## config.mk

```make
export PLATFORM = sky130hd
export DESIGN_NAME = mmio_io_responder_flat
export DESIGN_NICKNAME = d
export VERILOG_FILES = /design/src/rtl/mmio_io_responder_pkg.sv /design/src/rtl/mmio_io_responder_if.sv /design/src/rtl/mmio_io_responder_io_input_sync.sv /design/src/rtl/mmio_io_responder.sv /design/src/flat_wrapper.sv
export SDC_FILE = /design/constraint.sdc
export NUM_CORES = 1
export LEC_CHECK = 0
export CAP_MARGIN = 20
export CELL_PAD_IN_SITES_DETAIL_PLACEMENT = 1
export CELL_PAD_IN_SITES_GLOBAL_PLACEMENT = 2
export CORE_MARGIN = 2
export CORE_UTILIZATION = 26
export CTS_CLUSTER_SIZE = 10
export DETAILED_ROUTE_END_ITERATION = 8
export PLACE_DENSITY = 0.93
export SLEW_MARGIN = 30
export SYNTH_ARGS = -nofsm -noshare
export SYNTH_HDL_FRONTEND = slang
export SYNTH_SLANG_ARGS = --single-unit
export TNS_END_PERCENT = 50
```

## constraint.sdc

```tcl
create_clock -name clk -period 6.7 [get_ports clk]
set_input_delay 2.01 -clock clk [delete_from_list [all_inputs] [get_ports clk]]
set_output_delay 2.01 -clock clk [all_outputs]
set_load 0.05 [all_outputs]
```

## src/rtl/mmio_io_responder_pkg.sv

```systemverilog
`default_nettype none
// ============================================================================
// Package     : mmio_io_pkg
// Description : Shared register offsets and status bit positions for the
//               memory-mapped I/O responder.
// Revision    : 1.0 - initial release
// ============================================================================
package mmio_io_pkg;

    // Word offsets inside the 16-byte window
    localparam logic [3:0] OFF_OUT    = 4'h0;
    localparam logic [3:0] OFF_IN     = 4'h4;
    localparam logic [3:0] OFF_STATUS = 4'h8;
    localparam logic [3:0] OFF_TIMER  = 4'hC;

    // STATUS register bit positions
    localparam int ST_CHG   = 0;
    localparam int ST_OVR   = 1;
    localparam int ST_TDONE = 2;

endpackage : mmio_io_pkg
`default_nettype wire

```

## src/rtl/mmio_io_responder_if.sv

```systemverilog
`default_nettype none
// ============================================================================
// Interface   : mmio_io_responder_if
// Description : Processor data-bus view seen by the I/O responder: address,
//               store data, strobes, and the responder's load data and hit.
// Revision    : 1.0 - initial release
// ============================================================================
interface mmio_io_responder_if;

    logic [31:0] Address;
    logic [31:0] WriteData;
    logic        MemWrite;
    logic        MemRead;
    logic [31:0] ReadData;
    logic        Hit;

    // Processor side drives the request and consumes the response
    modport master (
        output Address,
        output WriteData,
        output MemWrite,
        output MemRead,
        input  ReadData,
        input  Hit
    );

    // Responder side consumes the request and drives the response
    modport slave (
        input  Address,
        input  WriteData,
        input  MemWrite,
        input  MemRead,
        output ReadData,
        output Hit
    );

endinterface : mmio_io_responder_if
`default_nettype wire

```

## src/rtl/mmio_io_responder_io_input_sync.sv

```systemverilog
`default_nettype none
// ============================================================================
// Module      : io_input_sync
// Description : Two-flop synchronizer for the asynchronous input port plus a
//               delayed copy used to detect changes of the synchronized value.
// Revision    : 1.0 - initial release
// ============================================================================
module io_input_sync #(
    parameter int IN_WIDTH = 8
) (
    input  wire logic                clk,
    input  wire logic                reset,
    input  wire logic [IN_WIDTH-1:0] port_in,
    output logic      [IN_WIDTH-1:0] in_sync,
    output logic                     change
);

    logic [IN_WIDTH-1:0] in_s1;
    logic [IN_WIDTH-1:0] in_s2;
    logic [IN_WIDTH-1:0] in_prev;

    // Synchronizer chain and one-cycle history of the synchronized value
    always_ff @(posedge clk) begin
        if (reset) begin
            in_s1   <= '0;
            in_s2   <= '0;
            in_prev <= '0;
        end else begin
            in_s1   <= port_in;
            in_s2   <= in_s1;
            in_prev <= in_s2;
        end
    end

    // A change is seen in the cycle where the new value has reached in_s2
    // but not yet in_prev, so the flag logic registers it at the next edge.
    always_comb begin
        in_sync = in_s2;
        change  = (in_s2 != in_prev);
    end

endmodule : io_input_sync
`default_nettype wire

```

## src/rtl/mmio_io_responder.sv

```systemverilog
`default_nettype none
// ============================================================================
// Module      : mmio_io_responder
// Description : Memory-mapped I/O responder in a 16-byte window: output
//               port, synchronized input port, sticky change/overrun flags
//               and a down-counting timer with a done flag.
// Revision    : 1.0 - initial release
// ============================================================================
module mmio_io_responder
    import mmio_io_pkg::*;
#(
    parameter logic [31:0] BASE_ADDR   = 32'hFFFF_0000,
    parameter int          IN_WIDTH    = 8,
    parameter int          TIMER_WIDTH = 16
) (
    input  wire logic                 clk,
    input  wire logic                 reset,
    mmio_io_responder_if.slave        bus,
    input  wire logic [IN_WIDTH-1:0]  PortIn,
    output logic      [31:0]          PortOut,
    output logic                      Irq
);

    logic [3:0]             offset;
    logic                   hit;
    logic                   store;
    logic                   load_side_fx;
    logic                   out_we;
    logic                   timer_we;
    logic                   in_read;

    logic [IN_WIDTH-1:0]    in_sync;
    logic                   change;

    logic                   chg;
    logic                   ovr;
    logic                   tdone;
    logic [TIMER_WIDTH-1:0] count;

    logic [31:0]            in_word;
    logic [31:0]            status_word;
    logic [31:0]            timer_word;

    io_input_sync #(
        .IN_WIDTH (IN_WIDTH)
    ) u_input_sync (
        .clk     (clk),
        .reset   (reset),
        .port_in (PortIn),
        .in_sync (in_sync),
        .change  (change)
    );

    // Address decode and per-register strobes; a simultaneous store
    // suppresses the read side effect (clearing CHG/OVR).
    always_comb begin
        offset       = bus.Address[3:0];
        hit          = (bus.Address[31:4] == BASE_ADDR[31:4]) &&
                       (bus.Address[1:0] == 2'b00);
        store        = bus.MemWrite & hit;
        load_side_fx = bus.MemRead & hit & ~bus.MemWrite;
        out_we       = store & (offset == OFF_OUT);
        timer_we     = store & (offset == OFF_TIMER);
        in_read      = load_side_fx & (offset == OFF_IN);
    end

    // Output port register
    always_ff @(posedge clk) begin
        if (reset) begin
            PortOut <= '0;
        end else if (out_we) begin
            PortOut <= bus.WriteData;
        end
    end

    // Sticky change flag (set beats clear) and overrun flag (clear beats set)
    always_ff @(posedge clk) begin
        if (reset) begin
            chg <= 1'b0;
            ovr <= 1'b0;
        end else begin
            if (change) begin
                chg <= 1'b1;
            end else if (in_read) begin
                chg <= 1'b0;
            end
            if (in_read) begin
                ovr <= 1'b0;
            end else if (change && chg) begin
                ovr <= 1'b1;
            end
        end
    end

    // Down-counter: a store reloads and clears done; otherwise count to zero
    // and flag done on the 1->0 step. Zero is a stopped state.
    always_ff @(posedge clk) begin
        if (reset) begin
            count <= '0;
            tdone <= 1'b0;
        end else if (timer_we) begin
            count <= bus.WriteData[TIMER_WIDTH-1:0];
            tdone <= 1'b0;
        end else if (count != '0) begin
            count <= count - TIMER_WIDTH'(1);
            if (count == TIMER_WIDTH'(1)) begin
                tdone <= 1'b1;
            end
        end
    end

    // Zero-extended register images for the read mux
    always_comb begin
        in_word                       = '0;
        in_word[IN_WIDTH-1:0]         = in_sync;
        status_word                   = '0;
        status_word[ST_CHG]           = chg;
        status_word[ST_OVR]           = ovr;
        status_word[ST_TDONE]         = tdone;
        timer_word                    = '0;
        timer_word[TIMER_WIDTH-1:0]   = count;
    end

    // Combinational read mux; zero outside the window
    always_comb begin
        bus.ReadData = '0;
        bus.Hit      = hit;
        if (hit) begin
            case (offset)
                OFF_OUT:    bus.ReadData = PortOut;
                OFF_IN:     bus.ReadData = in_word;
                OFF_STATUS: bus.ReadData = status_word;
                OFF_TIMER:  bus.ReadData = timer_word;
                default:    bus.ReadData = '0;
            endcase
        end
    end

    // Interrupt straight from the registered flags
    always_comb begin
        Irq = chg | tdone;
    end

endmodule : mmio_io_responder
`default_nettype wire

```

## src/flat_wrapper.sv

```systemverilog
// flat-port wrapper written by rule: the top's interface ports become plain ports
module mmio_io_responder_flat import mmio_io_pkg::*;
#(
    parameter logic [31:0] BASE_ADDR   = 32'hFFFF_0000,
    parameter int          IN_WIDTH    = 8,
    parameter int          TIMER_WIDTH = 16
)
  (clk, reset, PortIn, PortOut, Irq, bus_Address, bus_WriteData, bus_MemWrite, bus_MemRead, bus_ReadData, bus_Hit);
  mmio_io_responder_if bus_i ();
  input  wire logic clk;
  input  wire logic reset;
  input  wire logic [IN_WIDTH-1:0] PortIn;
  output logic      [31:0] PortOut;
  output logic Irq;
  input wire logic [$bits(bus_i.Address)-1:0] bus_Address;
  input wire logic [$bits(bus_i.WriteData)-1:0] bus_WriteData;
  input wire logic [$bits(bus_i.MemWrite)-1:0] bus_MemWrite;
  input wire logic [$bits(bus_i.MemRead)-1:0] bus_MemRead;
  output wire logic [$bits(bus_i.ReadData)-1:0] bus_ReadData;
  output wire logic [$bits(bus_i.Hit)-1:0] bus_Hit;
  assign bus_i.Address = bus_Address;
  assign bus_i.WriteData = bus_WriteData;
  assign bus_i.MemWrite = bus_MemWrite;
  assign bus_i.MemRead = bus_MemRead;
  assign bus_ReadData = bus_i.ReadData;
  assign bus_Hit = bus_i.Hit;
  mmio_io_responder #(.BASE_ADDR(BASE_ADDR), .IN_WIDTH(IN_WIDTH), .TIMER_WIDTH(TIMER_WIDTH)) u_core (.clk(clk), .reset(reset), .bus(bus_i), .PortIn(PortIn), .PortOut(PortOut), .Irq(Irq));
endmodule
```

# Word level (Yosys, flattened, before mapping)
# Cells that the tools add are included.
[totals] out_inout_bits=66 inputBits=76 word_cells=39 register_bits=75
[classes] bitwise=8 n_eq_ne=6 n_reduce_logical=10 add_sub_neg=1 mux=6
[op_table] op="32-bit case mux with 4 select lines" count=1
[op_table] op="16-bit 2-to-1 mux" count=2
[op_table] op="32-bit 2-to-1 mux" count=1
[op_table] op="28-bit equality test (second input constant)" count=1
[op_table] op="16-bit by 1-bit equality test with 1-bit output (second input constant)" count=1
[op_table] op="16-bit nonzero test" count=1
[op_table] op="16-bit by 1-bit subtractor with 16-bit output (second input constant)" count=1
[op_table] op="4-bit equality test (second input constant)" count=2
[op_table] op="8-bit inequality test" count=1
[op_table] op="1-bit bitwise AND" count=6
[op_table] op="4-bit by 3-bit equality test with 1-bit output (second input constant)" count=1
[op_table] op="4-bit logical NOT" count=1
[op_table] op="2-bit nonzero test" count=2
[op_table] op="2-bit OR reduction" count=2
[op_table] op="1-bit logical AND" count=2
[op_table] op="2-bit logical NOT" count=1
[op_table] op="1-bit 2-to-1 mux" count=2
[op_table] op="2-bit AND reduction" count=1
[op_table] op="1-bit inverter" count=1
[op_table] op="1-bit OR" count=1

# Logic depth before layout (Yosys ltp)
[depth] depth_word=7 mapped_depth=7 depth_no_buf=7

# Hierarchy
# Synthesis repeated with hierarchy kept, for this count alone.
[unflattened] cells_unflattened=399 area_unflattened_um2=3447.1
[by_module_without_submodules] module="mmio_io_responder" instances=1 cells_per_inst=338 area_each_um2=2717.6
[by_module_without_submodules] module="io_input_sync" instances=1 cells_per_inst=61 area_each_um2=729.4

# Worst setup path after synthesis
# Ideal clock, no wire load.
[synth_timing] path_kind="in2out" startpoint="input bus_Address[5]" endpoint="output bus_ReadData[10]" arrival_time_ns=4.473 stages=6 slack_ns=0.217 required_ns=4.690 cell_sequence="or4b_1 or4_4 or3_1 buf_6 clkbuf_1 nor2_1"
[synth_between] elab_chain_cells=3
[synth_rtl] element="start: declaration" line="flat_wrapper.sv:15" text="input wire logic [$bits(bus_i.Address)-1:0] bus_Address;"
[synth_rtl] element="28-bit equality test" line="mmio_io_responder.sv:58" text="hit = (bus.Address[31:4] == BASE_ADDR[31:4]) &&"
[synth_rtl] element="1-bit logical AND" line="mmio_io_responder.sv:58"
[synth_rtl] element="32-bit 2-to-1 mux" line="mmio_io_responder.sv:128" text="if (hit) begin"
[synth_rtl] element="end: declaration" line="flat_wrapper.sv:19" text="output wire logic [$bits(bus_i.ReadData)-1:0] bus_ReadData;"
# No other way between the ends.

# Worst setup path after layout
[layout_timing] startpoint="input bus_Address[5]" endpoint="output bus_ReadData[2]"
# The elaborated chain is that of the path after synthesis.

==> out/qor.json <==
{
  "result_of_the_run": {"value": "completed"},
  "wl_per_cell": {"value": 16.7, "unit": "um"},
  "vias": {"value": 3556},
  "leakage": {"value": 2.09, "unit": "nW"},
  "global_route_wire_length_before_repair": {"value": 20000, "unit": "um"},
  "cts_made_buffers": {"value": 9},
  "cts.sink_count": {"value": 75},
  "placement_rows": {"value": 42},
  "synth.largest_area_cell": {"value": "dfxtp_1"},
  "n_fill_cell": {"value": 1566},
  "final_antenna_net_count": {"value": 0},
  "finalWeightedCongestion": {"value": 0.870},
  "unrepaired_setup_endpoints_after_global_routing": {"value": "no"},
  "ir_drop": {"value": 0.132, "unit": "mV"},
  "min_period_over_period": {"value": 98.2, "unit": "%"},
  "met3_usage": {"value": 3.35, "unit": "%"},
  "post_drt_via_cell_ratio": {"value": 4.80},
  "post-layout-total-power": {"value": 1.48, "unit": "mW"},
  "post_cts_resized": {"value": 0},
  "io_pins": {"value": 142},
  "detailedPlacementHpwl": {"value": 9440, "unit": "um"},
  "grt-busiest-layer": {"value": "met2"},
  "synth.avg_cell_area": {"value": 8.31, "unit": "um2"},
  "synth.yosys.warnings": {"value": 0},
  "die_h": {"value": 120, "unit": "um"},
  "layout-drive-gt1-share": {"value": 12.7, "unit": "%"},
  "finalMaxSlewViolations": {"value": 0},
  "synth_cells": {"value": 423},
  "finalClockSkew": {"value": 0.00892, "unit": "ns"},
  "finalSetupTns": {"value": 0, "unit": "ns"},
  "post_cts_buffers": {"value": 0},
  "ys_async_sr_fraction": {"value": 0, "unit": "%"},
  "cts_tree": {"value": "yes"},
  "syn2layout_area_growth": {"value": 64.0, "unit": "%"},
  "hp-class": {"value": "reg -> reg"},
  "synth_top_flop_cell": {"value": "dfxtp_1"},
  "cts.hold.buffers_added": {"value": 0},
  "maximum_number_of_pins_on_one_net_before_global_route_repair": {"value": 76},
  "multiInputGateArea": {"value": 1890, "unit": "um2"},
  "design.final.nets": {"value": 639},
  "cp-start-kind": {"value": "input port"},
  "setup_viol": {"value": 0},
  "worst_skew_pair.late_latency": {"value": 0.33, "unit": "ns"},
  "leading_cell_types_by_total_area_after_synthesis": {"value": "dfxtp_1 (43%), nand2_1 (8.2%), a21oi_1 (7.4%)"},
  "final-hold-violation-count": {"value": 0},
  "use_met1": {"value": 20.3, "unit": "%"},
  "slew_headroom": {"value": 40.8, "unit": "%"},
  "grt_pass1_vias": {"value": 3854},
  "crit_path_cell_trace": {"value": "clkdlybuf4s50_1 > or4b_1 > or4_4 > or3_1 > buf_4 > nor2b_1 > buf_12"},
  "timing_worst_slew_pin_value": {"value": 0.885, "unit": "ns"},
  "pwr_density_cell": {"value": 256, "unit": "nW/um2"},
  "drc_errors": {"value": 0},
  "sequential_element_share_of_the_synthesized_area": {"value": 42.7, "unit": "%"},
  "drt_first_iter_violations": {"value": 105},
  "timing.critical_path.to_type": {"value": "primary output"},
  "synth.top_cells.by_count": {"value": "nand2_1 (77), dfxtp_1 (75), a21oi_1 (52)"},
  "layout_min_cycle_time": {"value": 6.58, "unit": "ns"},
  "cts_max_path_buffers": {"value": 2},
  "crit_type": {"value": "in -> out"},
  "syn-num-nets": {"value": 502},
  "max_stage_delay": {"value": 0.56, "unit": "ns"},
  "whs_path_depth": {"value": 1},
  "die_width": {"value": 120, "unit": "um"},
  "critical-path-top-delay-family": {"value": "simple AND/OR/NAND/NOR gates"},
  "core_area": {"value": 13200, "unit": "um2"},
  "yosys_register_bits": {"value": 75},
  "start_util": {"value": 26.6, "unit": "%"},
  "dieArea": {"value": 14500, "unit": "um2"},
  "drv.max_cap_violation_count": {"value": 0},
  "port_buffers": {"value": 141},
  "critPathSlowestCell": {"value": "or4b_1"},
  "post_synth_num_cell_types": {"value": 39},
  "clock_tree.root_cell": {"value": "clkbuf_16"},
  "worstPathArrival": {"value": 4.57, "unit": "ns"},
  "grt_overflow_total": {"value": 0},
  "global_route.usage.met2": {"value": 32.3, "unit": "%"},
  "depth_of_the_worst_register_to_register_path": {"value": 5},
  "critical_path_depth": {"value": 7},
  "critPathBufInv": {"value": 3},
  "worstPathRequired": {"value": 4.69, "unit": "ns"},
  "num_antenna_cells": {"value": 0},
  "sequential_cell_area": {"value": 1500, "unit": "um2"},
  "maxClockFrequency": {"value": 152, "unit": "MHz"},
  "number_of_synthesized_flops_with_an_enable_pin": {"value": 0},
  "cts.clk_slew.worst_paths": {"value": 0.06, "unit": "ns"},
  "most_frequently_used_cell_type_in_the_post_synthesis_netlist": {"value": "nand2_1"},
  "h-tree-depth": {"value": 3},
  "global_route.usage.total": {"value": 17.4, "unit": "%"},
  "number_of_antenna_violations_at_the_first_check_in_global_routing": {"value": 0},
  "detail_route.first_pass.iterations": {"value": 4},
  "synth_top_area_share": {"value": 42.7, "unit": "%"},
  "area_of_the_mapped_netlist": {"value": 3520, "unit": "um2"},
  "worst-path-max-fanout": {"value": 9},
  "postRouteWirelength": {"value": 12400, "unit": "um"}
}
logic make-up after synthesis:
family	share of synthesized area, %
AND/OR/NAND/NOR	32.2
flip-flops	42.7
AO/OA/AOI/OAI	10.9
buffers and inverters	3.66
XOR/XNOR	4.98
multiplexers	4.48
adder cells (fa/ha/maj)	1.07
power by group:
| group | internal (mW) | switching [mW] | leakage, nW |
|---|---|---|---|
| registers | 0.489 | 0.0602 | 0.611 |
| clock network | 0.300 | 0.214 | 0.154 |
| logic | 0.205 | 0.209 | 1.33 |
| total | 0.994 | 0.483 | 2.09 |
final cells by class:
type                    instances  area share, %
flip-flops and latches         75           26.0
repair buffers                153           31.7
multi-input cells             317           32.7
well taps                     176           3.82
inverters                       4          0.260
clock inverters                 7           1.58
clock buffers                   9           3.91
worst register-to-register path, stage by stage, from the launching register on:
cell and delay, ns:
dfxtp_1 0.36, nor4_1 0.67, nor3b_1 0.32, nand4_1 0.46
nand3_1 0.25, a21oi_1 0.10
cells in the final DEF, fill, tap and decap left out, types with 2 or more instances in the layout:
cell type	instances
clkdlybuf4s50_1	107
dfxtp_1	75
clkbuf_16	9
buf_12	33
nor4_1	10
inv_8	4
or2_2	2
a211oi_1	3
and4_1	2
nor2b_1	27
mux4_2	3
nand3_1	23
xnor2_1	8
nor3_1	4
nor4bb_1	2
and2_1	18
nor2_1	26
a21oi_1	52
nand4_1	7
nand4b_1	2
nor4b_1	3
buf_4	12
nand2_1	77
a22oi_1	8
xor2_1	12
inv_1	4
ha_1	3
mux2i_1	9
nor3b_1	4
nor4_4	2
per-stage QoR:
stage          utilization [%]  hold slack (ns)  cells  setup slack, ns  cell area, um2
2_1_floorplan                -            0.414    423            0.217            3520
3_3_place_gp              41.2            0.422    725            0.187            5450
3_5_place_dp              41.2            0.426    725            0.108            5450
4_1_cts                   43.5            0.442    741            0.118            5770
5_1_grt                   43.5            0.454    741           0.0204            5770
6_report                  43.5            0.438    741            0.123            5770
worst paths after layout:
kind | to | from | slack [ns]
min | u_core.u_input_sync.in_sync[4] | u_core.u_input_sync.in_s1[4] | 0.44
max reg2reg | u_core.count[4] | u_core.count[8] | 4.39
max | bus_ReadData[2] | bus_Address[5] | 0.12
min reg2reg | u_core.u_input_sync.in_sync[4] | u_core.u_input_sync.in_s1[4] | 0.44
metal layers:
metal	share of wire [%]	wire (um)
met2	53	6620
met4	1.3	159
met1	41	5020
met3	4.7	576
met5	0	0
registers in the layout (all words and copies together), names as in the netlist:
signal                       flops
u_core.PortOut                  32
u_core.chg                       1
u_core.count                    16
u_core.ovr                       1
u_core.tdone                     1
u_core.u_input_sync.in_prev      8
u_core.u_input_sync.in_s1        8
u_core.u_input_sync.in_sync      8
No activity file was read; power rests on OpenSTA's default activity.
